$ cat src/rtl/mem_port_arbiter.sv
// mem_port_arbiter
//   Shares one memory/MMU port between the IF stage (fetch) and the MEM
//   stage (load/store). One transaction is outstanding at a time. The bus
//   fault flag is returned only to the requester that owns the transfer.
//   IF responses killed by a pipeline flush are dropped.
//
// Ports
//   clk, rst (async, active-low)
//   IF  : if_request/if_addr/if_flush in; if_gnt/if_rvalid/if_inst/if_page_fault out
//   MEM : dm_request/dm_we/dm_addr/dm_wdata/dm_wmask in;
//         dm_gnt/dm_rvalid/dm_rdata/dm_page_fault out
//   Bus : bus_req/bus_we/bus_addr/bus_wdata/bus_wmask out;
//         bus_gnt/bus_rvalid/bus_rdata/bus_fault in
//
// Build option
//   ARB_PERF_CNT_EN : adds perf_if_wait / perf_dm_wait (32-bit wrap-around
//                     counts of cycles each requester waits ungranted).
module mem_port_arbiter #(
  parameter int unsigned ADDR_W         = 64,
  parameter int unsigned DATA_W         = 64,
  parameter int unsigned MAX_MEM_STREAK = 4
) (
  input  logic                  clk,
  input  logic                  rst,
  input  logic                  if_request,
  input  logic [ADDR_W-1:0]     if_addr,
  input  logic                  if_flush,
  output logic                  if_gnt,
  output logic                  if_rvalid,
  output logic [31:0]           if_inst,
  output logic                  if_page_fault,
  input  logic                  dm_request,
  input  logic                  dm_we,
  input  logic [ADDR_W-1:0]     dm_addr,
  input  logic [DATA_W-1:0]     dm_wdata,
  input  logic [DATA_W/8-1:0]   dm_wmask,
  output logic                  dm_gnt,
  output logic                  dm_rvalid,
  output logic [DATA_W-1:0]     dm_rdata,
  output logic                  dm_page_fault,
  output logic                  bus_req,
  output logic                  bus_we,
  output logic [ADDR_W-1:0]     bus_addr,
  output logic [DATA_W-1:0]     bus_wdata,
  output logic [DATA_W/8-1:0]   bus_wmask,
  input  logic                  bus_gnt,
  input  logic                  bus_rvalid,
  input  logic [DATA_W-1:0]     bus_rdata,
  input  logic                  bus_fault
`ifdef ARB_PERF_CNT_EN
  ,
  output logic [31:0]           perf_if_wait,
  output logic [31:0]           perf_dm_wait
`endif
);

  localparam int unsigned SW = $clog2(MAX_MEM_STREAK + 1);
  localparam logic [SW-1:0] STREAK_MAX = SW'(MAX_MEM_STREAK);

  typedef enum logic [1:0] {S_IDLE, S_ADDR, S_DATA, S_DROP} state_e;
  typedef enum logic {OWN_IF, OWN_MEM} owner_e;

  state_e                state_q, state_d;
  owner_e                owner_q, owner_d;
  logic [SW-1:0]         streak_q, streak_d;
  logic                  bus_we_q, bus_we_d;
  logic [ADDR_W-1:0]     bus_addr_q, bus_addr_d;
  logic [DATA_W-1:0]     bus_wdata_q, bus_wdata_d;
  logic [DATA_W/8-1:0]   bus_wmask_q, bus_wmask_d;

  logic if_ok;
  logic mem_pick;
  logic if_pick;

  always_comb begin
    state_d       = state_q;
    owner_d       = owner_q;
    streak_d      = streak_q;
    bus_we_d      = bus_we_q;
    bus_addr_d    = bus_addr_q;
    bus_wdata_d   = bus_wdata_q;
    bus_wmask_d   = bus_wmask_q;
    if_pick       = 1'b0;
    mem_pick      = 1'b0;
    bus_req       = 1'b0;
    if_rvalid     = 1'b0;
    if_inst       = '0;
    if_page_fault = 1'b0;
    dm_rvalid     = 1'b0;
    dm_rdata      = '0;
    dm_page_fault = 1'b0;
    if_ok         = if_request && !if_flush;

    unique case (state_q)
      S_IDLE: begin
        // MEM wins unless IF is eligible and MEM has used up its streak.
        mem_pick = dm_request && !(if_ok && streak_q == STREAK_MAX);
        if_pick  = !mem_pick && if_ok;
        if (mem_pick) begin
          owner_d     = OWN_MEM;
          state_d     = S_ADDR;
          bus_we_d    = dm_we;
          bus_addr_d  = dm_addr;
          bus_wdata_d = dm_wdata;
          bus_wmask_d = dm_wmask;
          if (!if_request)                streak_d = '0;
          else if (streak_q != STREAK_MAX) streak_d = streak_q + SW'(1);
        end else if (if_pick) begin
          owner_d     = OWN_IF;
          state_d     = S_ADDR;
          bus_we_d    = 1'b0;
          bus_addr_d  = if_addr;
          bus_wdata_d = '0;
          bus_wmask_d = '0;
          streak_d    = '0;
        end
      end
      S_ADDR: begin
        bus_req = 1'b1;
        // A flushed fetch may withdraw before acceptance; once the bus has
        // taken the address the response must still be swallowed.
        if (owner_q == OWN_IF && if_flush) state_d = bus_gnt ? S_DROP : S_IDLE;
        else if (bus_gnt)                  state_d = S_DATA;
      end
      S_DATA: begin
        if (owner_q == OWN_MEM) begin
          dm_rvalid     = bus_rvalid;
          dm_rdata      = bus_rvalid ? bus_rdata : '0;
          dm_page_fault = bus_rvalid && bus_fault;
          if (bus_rvalid) state_d = S_IDLE;
        end else if (bus_rvalid) begin
          state_d = S_IDLE;
          if (!if_flush) begin
            if_rvalid     = 1'b1;
            if_inst       = bus_rdata[31:0];
            if_page_fault = bus_fault;
          end
        end else if (if_flush) begin
          state_d = S_DROP;
        end
      end
      S_DROP: begin
        if (bus_rvalid) state_d = S_IDLE;
      end
      default: state_d = S_IDLE;
    endcase
  end

  // Grants are combinational; masking with rst keeps them low while in reset.
  assign if_gnt    = if_pick && rst;
  assign dm_gnt    = mem_pick && rst;
  assign bus_we    = bus_we_q;
  assign bus_addr  = bus_addr_q;
  assign bus_wdata = bus_wdata_q;
  assign bus_wmask = bus_wmask_q;

  always_ff @(posedge clk or negedge rst) begin
    if (!rst) begin
      state_q     <= S_IDLE;
      owner_q     <= OWN_IF;
      streak_q    <= '0;
      bus_we_q    <= 1'b0;
      bus_addr_q  <= '0;
      bus_wdata_q <= '0;
      bus_wmask_q <= '0;
    end else begin
      state_q     <= state_d;
      owner_q     <= owner_d;
      streak_q    <= streak_d;
      bus_we_q    <= bus_we_d;
      bus_addr_q  <= bus_addr_d;
      bus_wdata_q <= bus_wdata_d;
      bus_wmask_q <= bus_wmask_d;
    end
  end

`ifdef ARB_PERF_CNT_EN
  logic [31:0] perf_if_wait_q, perf_if_wait_d;
  logic [31:0] perf_dm_wait_q, perf_dm_wait_d;

  always_comb begin
    perf_if_wait_d = perf_if_wait_q + {31'b0, (if_request && !if_pick)};
    perf_dm_wait_d = perf_dm_wait_q + {31'b0, (dm_request && !mem_pick)};
  end

  always_ff @(posedge clk or negedge rst) begin
    if (!rst) begin
      perf_if_wait_q <= '0;
      perf_dm_wait_q <= '0;
    end else begin
      perf_if_wait_q <= perf_if_wait_d;
      perf_dm_wait_q <= perf_dm_wait_d;
    end
  end

  assign perf_if_wait = perf_if_wait_q;
  assign perf_dm_wait = perf_dm_wait_q;
`endif

endmodule

$ cat config.mk
export PLATFORM = sky130hd
export DESIGN_NAME = mem_port_arbiter
export DESIGN_NICKNAME = d
export VERILOG_FILES = /design/src/rtl/mem_port_arbiter.sv
export SDC_FILE = /design/constraint.sdc
export NUM_CORES = 1
export LEC_CHECK = 0
export CAP_MARGIN = 40
export CORE_AREA = 2 2 202 204
export CTS_CLUSTER_SIZE = 10
export DETAILED_ROUTE_END_ITERATION = 10
export DIE_AREA = 0 0 204 206
export MAX_ROUTING_LAYER = met4
export PLACE_DENSITY_LB_ADDON = 0.25
export SKIP_CTS_REPAIR_TIMING = 1
export SYNTH_ARGS = -nofsm -noshare
export SYNTH_HDL_FRONTEND = slang
export SYNTH_SLANG_ARGS = --single-unit
$ cat constraint.sdc
create_clock -name clk -period 2.5 [get_ports clk]
set_input_delay 0.5 -clock clk [delete_from_list [all_inputs] [get_ports clk]]
set_output_delay 0.5 -clock clk [all_outputs]
set_load 0.02 [all_outputs]
=== After elaboration in Yosys (flattened, before gate mapping) ===
Cells that the tools add are included.

* Bits of input ports: 273
* Bits in registers: 143
* Word-level logic and storage cells: 79
* Output and inout bits: 240

* Reductions and logical operators: 16
* Add/sub/neg operators: 1
* Bitwise gates (word level): 1
* Equality and inequality tests: 9
* Multiplexer cells: 45

{| class="wikitable"
|+ Operators with widths
! kind !! count
|-
| 2-to-1 mux 64 bit || 7
|-
| 2-to-1 mux 32 bit || 4
|-
| 2-to-1 mux 1 bit || 18
|-
| 2-to-1 mux 2 bit || 9
|-
| 2-to-1 mux 8 bit || 2
|-
| 2-to-1 mux 3 bit || 4
|-
| != test 3 bit, second input constant || 3
|-
| logical AND 1 bit || 8
|-
| case mux 2 bit (4 select lines) || 1
|-
| AND reduction 3 bit || 2
|-
| == test 2 bit, second input constant || 2
|-
| != test 4 bit, second input constant || 1
|-
| adder 3 x 1 -> 3 bit, second input constant || 1
|-
| == test 3 bit, second input constant || 1
|-
| logical NOT 1 bit || 3
|-
| != test 3 x 2 -> 1 bit, second input constant || 1
|-
| == test 2 x 1 -> 1 bit, second input constant || 1
|-
| logical NOT 2 bit || 1
|-
| AND reduction 2 bit || 1
|-
| nonzero test 2 bit || 1
|-
| inverter 1 bit || 1
|}

=== Logic depth before layout (Yosys ltp) ===
Gate-level depths: netlist of the first run.

* Depth after elaboration: 10
* Depth in mapped cells: 9
* Mapped depth without buffers: 6

=== Least setup slack after synthesis of the first run ===
No wires, ideal clock.

* Path kind: register to output
* Start: register streak_q[0]
* End: output port if_gnt
* Data required time: 2.000 ns
* Buffers on the path: 3
* Path slack: 0.419 ns
* Stages on the path, launching flop included: 9
* Arrival time: 1.581 ns
* Cell sequence: dfrtp_1 -> inv_1 -> ha_1 -> nand4b_1 -> and2_1 -> buf_4 -> buf_6 -> buf_6 -> nor2_1

* Longest elaborated chain between the ends: 8

{| class="wikitable"
|+ Ends and longest elaborated chain
! element !! RTL line !! RTL
|-
| start: declaration || 65 || <nowiki>logic [SW-1:0] streak_q, streak_d;</nowiki>
|-
| start signal: assignment || 169 || <nowiki>streak_q <= streak_d;</nowiki>
|-
| == test 3 bit || 97 || <nowiki>mem_pick = dm_request && !(if_ok && streak_q == STREAK_MAX);</nowiki>
|-
| logical AND 1 bit || 97 ||
|-
| logical NOT 1 bit || 97 ||
|-
| logical AND 1 bit || 97 ||
|-
| logical NOT 1 bit || 98 || <nowiki>if_pick = !mem_pick && if_ok;</nowiki>
|-
| logical AND 1 bit || 98 ||
|-
| 2-to-1 mux 1 bit || 94 || <nowiki>unique case (state_q)</nowiki>
|-
| logical AND 1 bit || 150 || <nowiki>assign if_gnt = if_pick && rst;</nowiki>
|-
| end: declaration || 28 || <nowiki>output logic if_gnt,</nowiki>
|}

Every way passes these cells.

=== Worst setup path in the final report of the first run ===
* Start: register state_q[0]
* End: output port if_inst[21]

* Longest elaborated chain between the ends: 2

{| class="wikitable"
|+ Ends and longest elaborated chain
! element !! RTL line !! RTL
|-
| start: declaration || 63 || <nowiki>state_e state_q, state_d;</nowiki>
|-
| start signal: assignment || 167 || <nowiki>state_q <= state_d;</nowiki>
|-
| == test 2 bit || 94 ||
|-
| 2-to-1 mux 32 bit || 94 ||
|-
| end: declaration || 30 || <nowiki>output logic [31:0] if_inst,</nowiki>
|}

Every way passes these cells.

==> qor.yml, run 1 <==
cts.sinks: 143
synth_fp_nets: 941
syn_area_um2: 6580
dp.cells: 1674
h-tree-depth: 4
max_slew_margin: 0.594
finalHoldViolCount: 0
critPathArrivalTime_ns: 1.94
die-area_um2: 42000
firstDrtPassIters: 4
synth_cell_types: 30
slew_violations: 0
grt_max_degree: 104
diodes: 0
ys_seq_elements: 143
worstSkewPairLatency_ns: 0.44
start_util: 0.164
peakVddDrop_mv: 0.424
antenna_found_initial: 0
final_common_cell: "clkdlybuf4s50_1"
routed-via-count: 6954
viasPerCell: 4.06
synth_ff_type: "dfrtp_1"
p_per_area_nw_per_um2: 1040
power.total_uw: 13800
grt_pass1_vias: 7129
synth_edf_count: 0
fillers: 4133
layout-drive-gt1-share: 0.0720
wirelength_um: 32100
clockBufferDepth: 2
cts_buffers: 17
p_int_uw: 8330
worstSetupEndpointType: "output port"
worstMarginPinSlew_ns: 0.609
pwr-share-comb: 0.516
skew_ns: 0.0117
clockRootBuffer: "clkbuf_16"
synthArstFlopShare: 1.00
p_clk_frac: 0.194
holdWs_ns: 0.146
p_sw_frac: 0.397
synth_cells: 666
dieWidth_um: 204
critical_path_class: "reg -> out"
fin_ws_ns: 0.0575
portBuffers: 512
p_leak_uw: 0.00702
clkTransAtPathRegs_ns: 0.08
drc: 0
cts_tree: "yes"
fin_crit_ns: 2.44
grtUsageTotal: 0.145
antenna_left: 0
avgSynthCellArea_um2: 9.87
crit_path_max_fanout: 17
outcome: "finished clean"
drt-initial-drc-count: 289
yosysSeqAreaShare: 0.544
final_net_count: 1443
wire_per_inst_um: 18.7
area_growth_pct: 102
dp_hpwl_um: 23500
grt.overflow.total: 0
row_count: 74
gp_congestion: 0.812
grt_pass1_wl_um: 44300
dp_slack_ns: -0.468
finalNonFillerCells: 1713
pwr-share-seq: 0.290
worstSetupStartpointType: "flop"
tns_ns: 0
final.period_utilization: 0.977
coreArea_um2: 40200
io_pins: 513
p_sw_uw: 5490
yosys_warnings: 0
maxCapViolations: 0
required_ns: 2.00
mostFrequentLayoutCells: "clkdlybuf4s50_1 (406), dfrtp_1 (143), a21oi_1 (132)"
hp-class: "in -> async"
clock.fmax_mhz: 409
setup_violations: 0
die_y_um: 206
## per-stage QoR
step            util  instance area, um^2
2_1_floorplan      -                 6580
3_3_place_gp   0.307                12300
3_5_place_dp   0.307                12300
4_1_cts        0.322                12900
5_1_grt        0.330                13300
6_report       0.330                13300
## per-layer routing
layer	vias to the layer above	GRT usage	routed length, um
met1	3344	0.157	11900
met2	295	0.259	17200
met3	29	0.0339	2170
li1	3286	-	-
met5	-	-	0
met4	0	0.0528	925
## area by class of cell
class	instances	area, um^2	share of cell area
inverters	3	11.3	0.000848
repair buffers	539	5750	0.433
clock inverters	14	166	0.0125
well taps	532	666	0.0501
flip-flops and latches	143	3580	0.270
clock buffers	18	439	0.0331
multi-input cells	464	2670	0.201
## critical path, cell delays in order (launching register included)
cell and delay (ns):
dfrtp_1 0.45, nor4_4 0.28, buf_4 0.17, clkbuf_16 0.17
and2_1 0.19, dlymetal6s2s_1 0.25
## Yosys cell counts (all sizes together), types with 2 or more instances
cell type | instances | area share
a22o | 74 | 0.099
nand2 | 69 | 0.040
clkbuf | 12 | 0.0076
nor3 | 2 | 0.0023
a21oi | 132 | 0.10
o211ai | 2 | 0.0023
ha | 2 | 0.0038
nor2b | 4 | 0.0038
nor2 | 66 | 0.038
inv | 3 | 0.0017
and3 | 2 | 0.0019
and2 | 99 | 0.094
nand3 | 2 | 0.0015
buf | 44 | 0.045
dfrtp | 143 | 0.54
## power by group through the flow
stage	combinational, uW	sequential [uW]	clock, uW
2_1_floorplan	2220	5300	0
6_report	7130	4000	2690
4_1_cts	7210	4010	2800
3_3_place_gp	7140	4020	0
5_1_grt	7620	4150	2900
3_5_place_dp	7170	4030	0
## path summary, 6_finish.rpt
path / from / endpoint / slack [ns] / cells past startpoint
max in group asynchronous: rst / bus_addr[42]$_DFFE_PN0P_ / 1.87 / 2
hold reg to reg: bus_wmask[6]$_DFFE_PN0P_ / bus_wmask[6]$_DFFE_PN0P_ / 0.50 / 1
hold / removal: rst / bus_wmask[5]$_DFFE_PN0P_ / 0.15 / 2
setup / recovery: state_q[0]$_DFFE_PN0P_ / if_inst[21] / 0.06 / 5
setup reg to reg: state_q[0]$_DFFE_PN0P_ / bus_addr[48]$_DFFE_PN0P_ / 0.65 / 6
min in group clk: bus_rvalid / state_q[1]$_DFFE_PN0P_ / 0.47 / 3
## state kept, by name, summed over array words and instances, names as in the netlist
signal     cells
owner_q        1
bus_we         1
bus_addr      64
state_q        2
bus_wmask      8
streak_q       3
bus_wdata     64
## logic make-up (layout without fill, tap and decap cells)
logic type | after synthesis | count (layout) | share of synthesized area
xor gates and xnor gates | 1 | 1 | 0.00133
and+or+nand+nor | 247 | 247 | 0.188
adders and majority gates | 2 | 2 | 0.00381
DFF | 143 | 143 | 0.544
AOI/OAI and AO/OA | 214 | 214 | 0.209
buffers and inverters | 59 | 574 | 0.0540
(Power assumes the default switching activity.)
==> run 2: changes to the inputs <==
--- a/config.mk
+++ b/config.mk
@@ -13,6 +13,7 @@
 export MAX_ROUTING_LAYER = met4
 export PLACE_DENSITY_LB_ADDON = 0.25
 export SKIP_CTS_REPAIR_TIMING = 1
+export SKIP_LAST_GASP = 1
 export SYNTH_ARGS = -nofsm -noshare
 export SYNTH_HDL_FRONTEND = slang
 export SYNTH_SLANG_ARGS = --single-unit
==> results of run 2 <==
No change in the layout: final DEF, timing and power equal those of run 1.
==> run 3: changes to the inputs <==
==> constraint.sdc (replaced) <==
create_clock -name clk -period 3 [get_ports clk]
set_input_delay 0.6 -clock clk [delete_from_list [all_inputs] [get_ports clk]]
set_output_delay 0.6 -clock clk [all_outputs]
set_load 0.02 [all_outputs]
==> run 3 against run 2 <==
Net effect:
- the flow now finishes with violations (negative setup slack)
- setup slack lost 0.17 ns
- first-iteration DRC count grew 44%
- cell area shrank 1.6%
- wire length shrank 1.6%
- via count is essentially flat
- hold slack gained 0.35 ns
- utilization shrank 0.54 points
- combinational power shrank 18%
- sequential cell count is the same
- non-clock buffer count shrank 6
- largest cell class unchanged
- largest power group unchanged
- highest routed layer unchanged
==> qor.yml, run 3 (synthesized netlist as in run 1, its figures left out) <==
outcome: "finished, violations left"
violations: "negative setup slack"
wirelength_um: 31600  # -1.6%
use_met1: 0.156  # -0.00115
clock.fmax_mhz: 321
slew_violations: 0  # unchanged
wire_per_inst_um: 18.5  # -1.3%
skew_ns: 0.0123  # +0.000569 ns
gp_congestion: 0.802  # -1.3%
h-tree-depth: 4  # unchanged
critPathBufInv: 4  # +1
p_sw_frac: 0.398  # +0.00130
setup_violations: 34  # +34
clockRootBuffer: "clkbuf_16"
layout-drive-gt1-share: 0.0621  # -0.00985
required_ns: 2.40  # +0.40 ns
viasPerCell: 4.08  # +0.44%
worstMarginPinSlew_ns: 0.779  # +0.170 ns
finalInstanceArea_um2: 13100  # -1.6%
worstSetupEndpointType: "output port"
cts_buffers: 17  # unchanged
worstSetupStartpointType: "input pin"
clockBufferDepth: 2  # unchanged
pwr-share-seq: 0.295  # +0.005
p_sw_uw: 4540  # -17%
peakVddDrop_mv: 0.383  # -9.8%
tns_ns: -3.05  # -3.05 ns
die-area_um2: 42000  # unchanged
start_util: 0.164  # unchanged
diodes: 0  # unchanged
fin_ws_ns: -0.113  # -0.171 ns
grt_max_degree: 137  # +32%
worstSkewPairLatency_ns: 0.43  # about the same
grt.busiest_layer: "met2"
routed-via-count: 6960  # +0.086%
hp-class: "reg -> reg"
mostFrequentLayoutCells: "clkdlybuf4s50_1 (443), dfrtp_1 (143), a21oi_1 (132)"
antenna_left: 0  # unchanged
critical_path_class: "in -> out"
grt_pass1_wl_um: 44200  # about the same
area_growth_pct: 98.6
p_int_uw: 6850  # -18%
firstDrtPassIters: 4  # unchanged
p_leak_uw: 0.00634  # -9.6%
drt-initial-drc-count: 416  # +44%
maxCapViolations: 0  # unchanged
final_common_cell: "clkdlybuf4s50_1"
path_common_cell: "clkdlybuf4s50_1"
fillers: 4153  # +0.48%
antenna_found_initial: 1  # +1
place_area_um2: 12300  # -0.65%
use_met2: 0.257  # -0.00219
dieWidth_um: 204  # unchanged
grt.overflow.total: 0  # unchanged
crit_chain: "clkdlybuf4s50_1 > nand2_2 > nor3b_4 > buf_4 > buf_12 > and2_1 > clkdlybuf4s50_1"
dp_hpwl_um: 23300  # -1.0%
row_count: 74  # unchanged
critPathArrivalTime_ns: 2.51  # +0.57 ns
max_slew_margin: 0.481  # -0.113
coreArea_um2: 40200  # unchanged
grt_pass1_vias: 7113  # -0.22%
worst_path_max_delay_cell: "clkdlybuf4s50_1"
rsz0062_at_grt: "yes"
cts_tree: "yes"
io_pins: 513  # unchanged
die_y_um: 206  # unchanged
p_clk_frac: 0.193  # about the same
fin_crit_ns: 3.11
power.total_uw: 11400  # -18%
finalHoldViolCount: 0  # unchanged
cpPeakStageDelay_ns: 0.62  # +0.17 ns
final.period_utilization: 1.04
crit_family: "buffers and inverters"
cts.sinks: 143  # unchanged
grtUsageMet3: 0.0364  # +0.00252
pwr-share-comb: 0.512  # -0.004
final_net_count: 1437  # -0.42%
clkTransAtPathRegs_ns: 0.07  # about the same
drc: 0  # unchanged
portBuffers: 512  # unchanged
grtUsageTotal: 0.146  # +0.000773
p_per_area_nw_per_um2: 872  # -16%
crit_path_max_fanout: 33  # +16
[run 3: layout make-up]
cell class,count,area [um^2],share of cell area
Sequential cell,143,3580,0.274
Clock buffer,18,429,0.0329
Tap cell,532,666,0.0510
Multi-Input combinational cell,464,2670,0.204
Inverter,3,11.3,0.000862
Clock inverter,14,165,0.0126
Timing Repair Buffer,533,5540,0.424
[run 3: final timing paths]
path / start / slack [ns] / end / cells past startpoint
setup / recovery: bus_rvalid / -0.11 / dm_rdata[28] / 7
hold / removal: bus_wmask[6]$_DFFE_PN0P_ / 0.50 / bus_wmask[6]$_DFFE_PN0P_ / 1
setup reg to reg: state_q[0]$_DFFE_PN0P_ / 1.03 / bus_addr[45]$_DFFE_PN0P_ / 6
hold reg to reg: bus_wmask[6]$_DFFE_PN0P_ / 0.50 / bus_wmask[6]$_DFFE_PN0P_ / 1
max in group asynchronous: rst / 1.37 / bus_addr[43]$_DFFE_PN0P_ / 3
min in group asynchronous: rst / 0.64 / bus_wdata[54]$_DFFE_PN0P_ / 2
[run 3: stage by stage]
stage	hold WS [ns]	utilization	worst slack (ns)	cells
after floorplan	0.304	-	0.796	666
final	0.498	0.325	-0.113	1707
after global placement	0.426	0.305	-0.161	1670
after global routing	0.512	0.325	-0.205	1707
after detailed placement	0.423	0.305	-0.130	1670
after CTS	-0.0602	0.320	-0.147	1702
[run 3: metal layers]
| metal | vias to the layer above | part of all wire |
|---|---|---|
| met3 | 34 | 0.066 |
| li1 | 3271 | - |
| met1 | 3341 | 0.37 |
| met4 | 0 | 0.032 |
| met2 | 314 | 0.53 |
| met5 | - | 0 |
[run 3: power by group through the flow]
stage / clock, uW / sequential [uW] / combinational [uW]
after floorplan: 0 / 4410 / 1850
after global placement: 0 / 3370 / 5860
after detailed placement: 0 / 3380 / 5870
after CTS: 2290 / 3360 / 5900
after global routing: 2370 / 3480 / 6230
final: 2200 / 3360 / 5830
